`src/rtl/instr_mem_loader.sv`:
```
// rtl/instr_mem_loader.sv - byte stream to 32-bit instruction word writer for the instruction memory
// Optional inter-byte idle timeout enabled with `define LOADER_TIMEOUT_EN.
module instr_mem_loader #(
    parameter int NBITS   = 32,
    parameter int CELDAS  = 60,
    parameter int TIMEOUT = 1000
) (
    input  logic             i_clk,
    input  logic             i_reset,
    input  logic             i_start,
    input  logic [7:0]       i_byte,
    input  logic             i_byte_valid,
    output logic             o_wr_en,
    output logic [NBITS-1:0] o_wr_addr,
    output logic [NBITS-1:0] o_wr_data,
    output logic             o_loading,
    output logic             o_done,
    output logic             o_error,
    output logic [NBITS-1:0] o_word_count
);

    localparam logic [NBITS-1:0] LAST_ADDR = NBITS'(((CELDAS - 4) / 4) * 4);

    typedef enum logic [1:0] {
        ST_IDLE,
        ST_LOAD,
        ST_DONE
    } state_t;

    state_t           state_q, state_d;
    logic [NBITS-1:0] addr_q, addr_d;
    logic [1:0]       idx_q, idx_d;
    logic [23:0]      shift_q, shift_d;
    logic             wr_en_q, wr_en_d;
    logic [NBITS-1:0] wr_addr_q, wr_addr_d;
    logic [NBITS-1:0] wr_data_q, wr_data_d;
    logic             done_q, done_d;
    logic             error_q, error_d;
    logic [NBITS-1:0] count_q, count_d;
    logic [31:0]      word_w;

`ifdef LOADER_TIMEOUT_EN
    localparam int TW = $clog2(TIMEOUT + 1);
    logic [TW-1:0] idle_q, idle_d;
`endif

    assign word_w = {shift_q, i_byte};

    always_comb begin
        state_d   = state_q;
        addr_d    = addr_q;
        idx_d     = idx_q;
        shift_d   = shift_q;
        wr_en_d   = 1'b0;
        wr_addr_d = wr_addr_q;
        wr_data_d = wr_data_q;
        done_d    = done_q;
        error_d   = error_q;
        count_d   = count_q;
`ifdef LOADER_TIMEOUT_EN
        idle_d    = idle_q;
`endif
        // Start takes priority in every state, so a colliding byte is dropped.
        if (i_start) begin
            state_d = ST_LOAD;
            addr_d  = '0;
            idx_d   = '0;
            shift_d = '0;
            count_d = '0;
            done_d  = 1'b0;
            error_d = 1'b0;
`ifdef LOADER_TIMEOUT_EN
            idle_d  = '0;
`endif
        end else if (state_q == ST_LOAD) begin
            if (i_byte_valid) begin
`ifdef LOADER_TIMEOUT_EN
                idle_d = '0;
`endif
                if (idx_q == 2'd3) begin
                    idx_d   = '0;
                    shift_d = '0;
                    if (addr_q > LAST_ADDR) begin
                        state_d = ST_DONE;
                        error_d = 1'b1;
                    end else begin
                        wr_en_d   = 1'b1;
                        wr_addr_d = addr_q;
                        wr_data_d = NBITS'(word_w);
                        addr_d    = addr_q + NBITS'(4);
                        count_d   = count_q + NBITS'(1);
                        if (word_w == 32'hFFFF_FFFF) begin
                            state_d = ST_DONE;
                            done_d  = 1'b1;
                        end
                    end
                end else begin
                    idx_d   = idx_q + 2'd1;
                    shift_d = word_w[23:0];
                end
            end
`ifdef LOADER_TIMEOUT_EN
            else if (idx_q != 2'd0) begin
                if (idle_q == TW'(TIMEOUT - 1)) begin
                    idle_d  = '0;
                    idx_d   = '0;
                    shift_d = '0;
                end else begin
                    idle_d = idle_q + TW'(1);
                end
            end
`endif
        end
    end

    always_ff @(posedge i_clk or posedge i_reset) begin
        if (i_reset) begin
            state_q   <= ST_IDLE;
            addr_q    <= '0;
            idx_q     <= '0;
            shift_q   <= '0;
            wr_en_q   <= 1'b0;
            wr_addr_q <= '0;
            wr_data_q <= '0;
            done_q    <= 1'b0;
            error_q   <= 1'b0;
            count_q   <= '0;
`ifdef LOADER_TIMEOUT_EN
            idle_q    <= '0;
`endif
        end else begin
            state_q   <= state_d;
            addr_q    <= addr_d;
            idx_q     <= idx_d;
            shift_q   <= shift_d;
            wr_en_q   <= wr_en_d;
            wr_addr_q <= wr_addr_d;
            wr_data_q <= wr_data_d;
            done_q    <= done_d;
            error_q   <= error_d;
            count_q   <= count_d;
`ifdef LOADER_TIMEOUT_EN
            idle_q    <= idle_d;
`endif
        end
    end

    assign o_wr_en      = wr_en_q;
    assign o_wr_addr    = wr_addr_q;
    assign o_wr_data    = wr_data_q;
    assign o_loading    = (state_q == ST_LOAD);
    assign o_done       = done_q;
    assign o_error      = error_q;
    assign o_word_count = count_q;

endmodule

```
`config.mk`:
```
export PLATFORM = sky130hd
export DESIGN_NAME = instr_mem_loader
export DESIGN_NICKNAME = d
export VERILOG_FILES = /design/src/rtl/instr_mem_loader.sv
export SDC_FILE = /design/constraint.sdc
export NUM_CORES = 1
export LEC_CHECK = 0
export BUFFER_PORTS_ARGS = -buffer_cell sky130_fd_sc_hd__buf_2
export CELL_PAD_IN_SITES_DETAIL_PLACEMENT = 0
export CELL_PAD_IN_SITES_GLOBAL_PLACEMENT = 1
export CORE_ASPECT_RATIO = 1.4
export CORE_MARGIN = 1
export CORE_UTILIZATION = 40
export CTS_CLUSTER_SIZE = 20
export DETAILED_ROUTE_END_ITERATION = 10
export HOLD_SLACK_MARGIN = 0.03
export PLACE_DENSITY_LB_ADDON = 0.1
export SETUP_SLACK_MARGIN = 0.02
export SLEW_MARGIN = 40
export SYNTH_ARGS = -nofsm -noshare
export SYNTH_HDL_FRONTEND = slang
export SYNTH_SLANG_ARGS = --single-unit
export TNS_END_PERCENT = 30
```
`constraint.sdc`:
```
create_clock -name i_clk -period 4.2 [get_ports i_clk]
set_input_delay 0.21 -clock i_clk [delete_from_list [all_inputs] [get_ports i_clk]]
set_output_delay 0.21 -clock i_clk [all_outputs]
set_load 0.03 [all_outputs]
```
# ---- Yosys cells after proc, flatten, opt, wreduce, memory -nomap -nowiden
# Index checks and enable logic that the tools add are counted.
dict set report word_totals {
  register_bits 159
  output_inout_bits 100
}
dict set report op_classes {
  n_addsub 3
  magnitude_cmp 1
  eq_ne 4
  mux 40
  bitwise 2
  n_reduce_logical 12
}
# operator n
set op_table {}
lappend op_table {{two-way mux 32 bit} 10}
lappend op_table {{two-way mux 24 bit} 4}
lappend op_table {{adder 32 x 1 -> 32 bit, second input constant} 1}
lappend op_table {{adder 32 x 3 -> 32 bit, second input constant} 1}
lappend op_table {{== test 32 bit, second input constant} 1}
lappend op_table {{greater-than comparator 32 x 6 -> 1 bit, second input constant} 1}
lappend op_table {{two-way mux 2 bit} 10}
lappend op_table {{two-way mux 1 bit} 16}
lappend op_table {{AND reduction 4 bit} 3}
lappend op_table {{AND reduction 5 bit} 2}
lappend op_table {{nonzero test 2 bit} 5}
lappend op_table {{nonzero test 3 bit} 1}
lappend op_table {{adder 2 x 1 -> 2 bit, second input constant} 1}
lappend op_table {{== test 2 x 1 -> 1 bit, second input constant} 1}
lappend op_table {{== test 2 bit, second input constant} 1}
lappend op_table {{inequality test 2 bit, second input constant} 1}
lappend op_table {{NOT 1 bit} 2}
lappend op_table {{AND reduction 2 bit} 1}

# ---- Depth between registers and ports, before layout
# Gate-level depths: netlist of the first run.
dict set report depth {
  depth_word 7
  ltp_mapped 10
  ltp_nobuf 7
}

# ---- Worst setup path after synthesis of the first run
# No wires, ideal clock.
dict set report synth_timing {
  path_type {register to register}
  from {register addr_q[2]}
  to {register wr_addr_q[2] (netlist: o_wr_addr[2])}
  setup_time_ns 0.125
  arrival_ns 2.000
  slack_ns 2.075
  path_stages_with_launch 11
  n_path_buf 3
  synth_period_minus_slack_ns 2.125
  path_cell_list {dfrtp_1 -> inv_1 -> ha_1 -> nand4b_1 -> and4_1 -> buf_4 -> and3_4 -> and2b_1 -> buf_6 -> buf_6 -> mux2_4}
}
dict set report synth_via {
  elab_chain_cells 3
}
# item line_no
set synth_rtl {}
lappend synth_rtl {{from (decl)} 31} ;# logic [NBITS-1:0] addr_q, addr_d;
lappend synth_rtl {{from (signal assigned)} 133} ;# addr_q <= addr_d;
lappend synth_rtl {{greater-than comparator 32 x 6 -> 1 bit} 83} ;# if (addr_q > LAST_ADDR) begin
lappend synth_rtl {{NOT 1 bit (no source line)} --}
lappend synth_rtl {{AND reduction 5 bit (no source line)} --}
lappend synth_rtl {{to (signal assigned)} 137} ;# wr_addr_q <= wr_addr_d;
lappend synth_rtl {{to (decl)} 35} ;# logic [NBITS-1:0] wr_addr_q, wr_addr_d;
# Parallel ways exist; a longest one is shown, timed or not.
# A chain may end at the register's enable or synchronous reset.

# ---- Worst setup path after layout of the first run
dict set report layout_timing {
  from {register addr_q[2]}
  to {register wr_data_q[18] (netlist: o_wr_data[18])}
}
dict set report layout_via {
  elab_chain_cells 3
}
# item line_no
set layout_rtl {}
lappend layout_rtl {{greater-than comparator 32 x 6 -> 1 bit} 83}
lappend layout_rtl {{NOT 1 bit (no source line)} --}
lappend layout_rtl {{AND reduction 5 bit (no source line)} --}
lappend layout_rtl {{to (signal assigned)} 138} ;# wr_data_q <= wr_data_d;
lappend layout_rtl {{to (decl)} 36} ;# logic [NBITS-1:0] wr_data_q, wr_data_d;
# No other way between the ends.

==> flow_summary.toml, run 1 <==
[status]
status = "finished, final reports clean"

[place]
dp_hpwl_um = 9090
placed_area_um2 = 7090
io_buffers = 109
gp_congestion = 0.714

[worst_setup_path]
cp_data_arrival_time_ns = 3.10
worstPathMaxFanout = 46
crit_buf_inv = 2
endpoint_kind = "register"
worstSetupPathType = "register to register"
worst_path_largest_cell_delay_ns = 0.53
cp-start-kind = "register"
crit_chain = "inv_1, ha_1, nand4b_1, and4_1, and3_4, and2b_2, buf_12, mux2_2"
cp_top_family = "simple AND/OR/NAND/NOR gates"
critPathSlowestCell = "and2b_2"
required_ns = 4.50

[drt]
drt-pass1-iter-count = 5
ant_nets = 0
dr.first_iter.drc_count = 159
wl_um = 14000
met3_length_um = 535
post_drt_wl_per_cell_um = 17.2
wl_met1_um = 6290
route.detailed.drc = 0
top_layer = "met4"
num_vias = 4274
met2WireLength_um = 6960
routed_via_density = 5.24

[timing]
slew_headroom_pct = 52.8
drv_slew = 0
tightest_slew_ns = 0.708
timing.fmax_mhz = 357
hold-worst-slack_ns = 0.0477
period_minus_slack_ns = 2.80
skew_ns = 0.00672
hold_violations = 0
fin_crit_sh_pct = 66.6
setup_viol = 0
setup_tns_ns = 0
grt_setup_unrepaired = "no"

[logic_synthesis]
synthArstFlopShare_pct = 100
synth_flop_cell = "dfrtp_1"
ys_ff_latch = 155
synthDistinctLibCells = 43
synth_cells = 505
synth-edff-count = 0
netlist_area_um2 = 6410
synth.avg_cell_area_um2 = 12.7
ys_warn_count = 0
yosysSeqAreaShare_pct = 60.5

[clock_network]
postCtsHoldBufs = 2
htree_levels = 4
cts_buffers = 17
cts_tree = "built"
cts_root_buf = "clkbuf_16"
postCtsSetupRepairBufs = 0
clk_pin_slew_ns = 0.06
cts_resized = 0
insertion_delay_ns = 0.42
clock-sinks = 155
clk_path_buf_depth = 2

[layout]
fin_area_um2 = 7730
fin_nets = 624
area_delta_synth_final_pct = 20.6
drive_above_1_share_pct = 31.3
diodes = 0

[floorplanning]
core_um2 = 15600
row_count = 54
die_w_um = 109
start_util_pct = 41.1
fp.dieH_um = 152
io_pins = 112
die_area_um2 = 16500

[job]
drv_cap = 0

[hold_path]
hold_path_class = "input port to register"

[power]
power.leakage_nw = 3.87
irDropWorstVdd_mv = 0.255
powerDensity_nw_per_um2 = 433

[global_route]
grt_max_degree = 125
grt.overflow.total = 0
grt_pass1_vias = 4238
antenna_found_initial = 0
grt_pass1_wl_um = 22700
grt.total_usage_pct = 18.3
-- power breakdown --
group	leakage [nW]	total [mW]	internal, mW	switching [mW]
clock	0.303	1.62	1.04	0.583
combinational	1.42	0.180	0.0608	0.120
sequential	2.15	1.55	1.52	0.0245
total	3.87	3.35	2.62	0.727
-- registers in the layout (all words and copies together) (netlist names) --
| name | count |
|---|---|
| addr_q | 30 |
| idx_q | 2 |
| o_done | 1 |
| o_error | 1 |
| o_word_count | 32 |
| o_wr_addr | 30 |
| o_wr_data | 32 |
| o_wr_en | 1 |
| shift_q | 24 |
| state_q | 2 |
-- worst register-to-register path, stage by stage (launching register included) --
cell and delay, ns:
dfrtp_1 0.41, inv_1 0.10, ha_1 0.14, nand4b_1 0.09, and4_1 0.41, and3_4 0.27, and2b_2 0.53, buf_12 0.33
mux2_2 0.39
-- path summary, 6_finish.rpt --
check / from / endpoint / cells after the start / slack, ns
min in group asynchronous: i_reset / o_wr_addr[28] / 3 / 0.45
worst min register to register: addr_q[29] / addr_q[29] / 1 / 0.50
worst min-delay path: i_byte[3] / shift_q[3] / 2 / 0.05
max in group asynchronous: i_reset / idx_q[1] / 4 / 2.67
worst max-delay path: addr_q[2] / o_wr_data[18] / 8 / 1.40
worst max register to register: addr_q[2] / o_wr_data[18] / 8 / 1.40
-- cells in the final DEF, fill, tap and decap left out, types with 3 or more instances in the layout --
cell type and count:
dfrtp_1 155, buf_2 109, nor2b_1 58, mux2_4 34
nor2_1 25, a22o_1 24, a21oi_1 23, nand4_1 19
nand2_1 18, clkbuf_16 17, nor4_1 16, mux2_2 11
nand3_1 11, o21ai_0 10, or3_1 10, o31ai_1 9
or4_1 9, and3_1 4, inv_1 4, xor2_1 4
ha_1 4, bufinv_16 4, and4_1 3, clkbuf_8 3
clkbuf_1 3
-- synth_stat cells (11+ instances only) --
cell type | count | share of area (%)
dfrtp_1 | 155 | 61
nor2b_1 | 58 | 5.7
mux2_4 | 34 | 8.0
nor2_1 | 25 | 1.5
a21oi_1 | 24 | 1.9
a22o_1 | 24 | 3.3
nand4_1 | 19 | 1.9
nand2_1 | 18 | 1.1
nor4_1 | 16 | 1.6
clkbuf_1 | 15 | 0.88
mux2_2 | 11 | 1.9
nand3_1 | 11 | 0.86
-- metal layers --
metal / global-route usage (%) / up-vias
met4: 7.50 / 0
met3: 4.45 / 18
met5: 0 / -
met2: 28.6 / 103
li1: - / 2011
met1: 24.3 / 2142
-- logic make-up after synthesis --
logic type	count (synthesis)	share of synthesized area (%)
adder cells (fa/ha/maj)	4	0.781
flip-flops	155	60.5
AO/OA/AOI/OAI	76	8.20
multiplexers	45	9.90
buffers and inverters	37	3.22
XOR/XNOR	5	0.683
other	1	0.0585
AND/OR/NAND/NOR	182	16.6
-- cell type report --
type / count / area (µm²)
inverters: 5 / 22.5
multi-input cells: 314 / 2340
flip-flops and latches: 155 / 3880
clock inverters: 7 / 139
well taps: 196 / 245
fillers: 1421 / 7880
clock buffers: 23 / 478
repair buffers: 115 / 621
-- stage by stage --
| stage | power, mW | setup slack [ns] | cells | util, % |
|---|---|---|---|---|
| global route | 3.47 | 1.20 | 815 | 49.5 |
| floorplan | 1.70 | 2.03 | 506 | - |
| detailed placement | 1.76 | 1.33 | 783 | 45.4 |
| global placement | 1.75 | 1.42 | 783 | 45.4 |
| CTS | 3.39 | 1.32 | 815 | 49.5 |
| finish | 3.35 | 1.40 | 815 | 49.5 |
(Power assumes the default switching activity.)
==> run 2, diff against run 1 <==
CORE_UTILIZATION = 45   (was 40)
clock period = 2.8 ns   (was 4.2 ns; I/O delays follow)
==> run 2 against run 1 <==
Effect of this change:
- sequential power up 50%
- wire length fell by 2.7%
- sequential cell count unchanged
- global-route usage up 1.7 points
- non-clock buffer count grew 20
- clock power up 49%
- cell count rose by 1.2%
- final area up 2.3%
- count of clock-buffer cells in the layout shrank 5
- utilization up 7.3 points
- register-to-register slack got worse by 1.1 ns
==> flow_summary.toml, run 2 (synthesis results as in run 1) <==
[timing]
tightest_slew_ns = 0.644
setup_viol = 0
timing.fmax_mhz = 403
hold_violations = 0
hold-worst-slack_ns = 0.284
drv_slew = 0
slew_headroom_pct = 57.0
skew_ns = 0.0105
grt_setup_unrepaired = "no"
finalWorstSetupSlack_ns = 0.316
setup_tns_ns = 0
fin_crit_sh_pct = 88.7
period_minus_slack_ns = 2.48

[worst_setup_path]
worst_path_largest_cell_delay_ns = 0.45
endpoint_kind = "register"
cp_data_arrival_time_ns = 2.78
ff2ff_path_depth = 6
cp-start-kind = "register"
worstSetupPathType = "register to register"
required_ns = 3.10
crit_start = "addr_q[8]"
crit_chain = "nor4_1, and4_1, and3_4, and2b_2, buf_12, mux2_2"
critPathSlowestCell = "and4_1"
worstPathMaxFanout = 25
r2r-start = "addr_q[8]"

[global_route]
grt_pass1_vias = 4250
grt.overflow.total = 0
antenna_found_initial = 0
grt_max_degree = 62
grt_pass1_wl_um = 22200
grt.total_usage_pct = 20.0

[power]
irDropWorstVdd_mv = 0.424
powerDensity_nw_per_um2 = 635
power.leakage_nw = 3.95
total_power_mw = 5.02

[drt]
dr.first_iter.drc_count = 128
ant_nets = 0
post_drt_wl_per_cell_um = 16.6
route.detailed.drc = 0
routed_via_density = 5.26
num_vias = 4341
drt-pass1-iter-count = 4
wl_um = 13700

[clock_network]
cts_buffers = 17
postCtsHoldBufs = 10
insertion_delay_ns = 0.42
clock-sinks = 155
cts_root_buf = "clkbuf_16"
clk_pin_slew_ns = 0.06
cts_tree = "built"
postCtsSetupRepairBufs = 0
htree_levels = 4
clk_path_buf_depth = 2
cts_resized = 0

[floorplanning]
fp.dieH_um = 143
die_area_um2 = 14700
die_w_um = 103
io_pins = 112
row_count = 51
core_um2 = 13900
start_util_pct = 46.1

[layout]
final_cell_mix = "dfrtp_1, buf_2, nor2b_1"
area_delta_synth_final_pct = 23.4
drive_above_1_share_pct = 32.7
diodes = 0
final_common_cell = "dfrtp_1"
fin_nets = 644

[place]
gp_congestion = 0.714
io_buffers = 109
dp_hpwl_um = 9030
place_ws_ns = 0.339

[job]
drv_cap = 0

[hold_path]
holdPathStages = 3
hold_start = "i_start"
hold_path_class = "input port to register"

[status]
status = "finished, final reports clean"
-- run 2: layout make-up --
type / count / area [µm²]
Fill cell: 1204 / 6010
Sequential cell: 155 / 3880
Multi-Input combinational cell: 314 / 2340
Timing Repair Buffer: 135 / 816
Clock buffer: 18 / 429
Tap cell: 185 / 231
Clock inverter: 13 / 190
Inverter: 5 / 22.5
-- run 2: where the power goes --
group	internal [mW]	switching [mW]	leakage [nW]	total, mW
combinational	0.105	0.182	1.51	0.286
sequential	2.29	0.0370	2.15	2.32
clock	1.50	0.915	0.290	2.41
-- run 2: final timing paths --
path,end,slack [ns]
setup / recovery,o_wr_data[18],0.32
hold / removal,o_wr_en,0.28
setup reg to reg,o_wr_data[18],0.32
hold reg to reg,o_wr_addr[19],0.49
max in group asynchronous,addr_q[13],1.72
min in group asynchronous,o_wr_addr[29],0.36
-- run 2: routing by layer --
metal	up-vias	track usage (%)	share of wire [%]
met4	0	6.67	1.6
li1	2051	-	-
met2	115	32.3	51
met3	17	5.43	4.0
met1	2158	26.0	44
met5	-	0	0
-- run 2: worst max-delay path, delay by kind of cell (launching register included) --
family	cells	cell delay, ns
simple gates	4	1.40
flops	1	0.37
mux	1	0.35
buf+inv	1	0.24
-- run 2: per-stage QoR --
stage,std cells,area (µm²),utilization (%)
2_1_floorplan,506,6410,-
3_3_place_gp,784,7180,51.6
3_5_place_dp,784,7180,51.6
4_1_cts,825,7900,56.8
5_1_grt,825,7900,56.8
6_report,825,7900,56.8
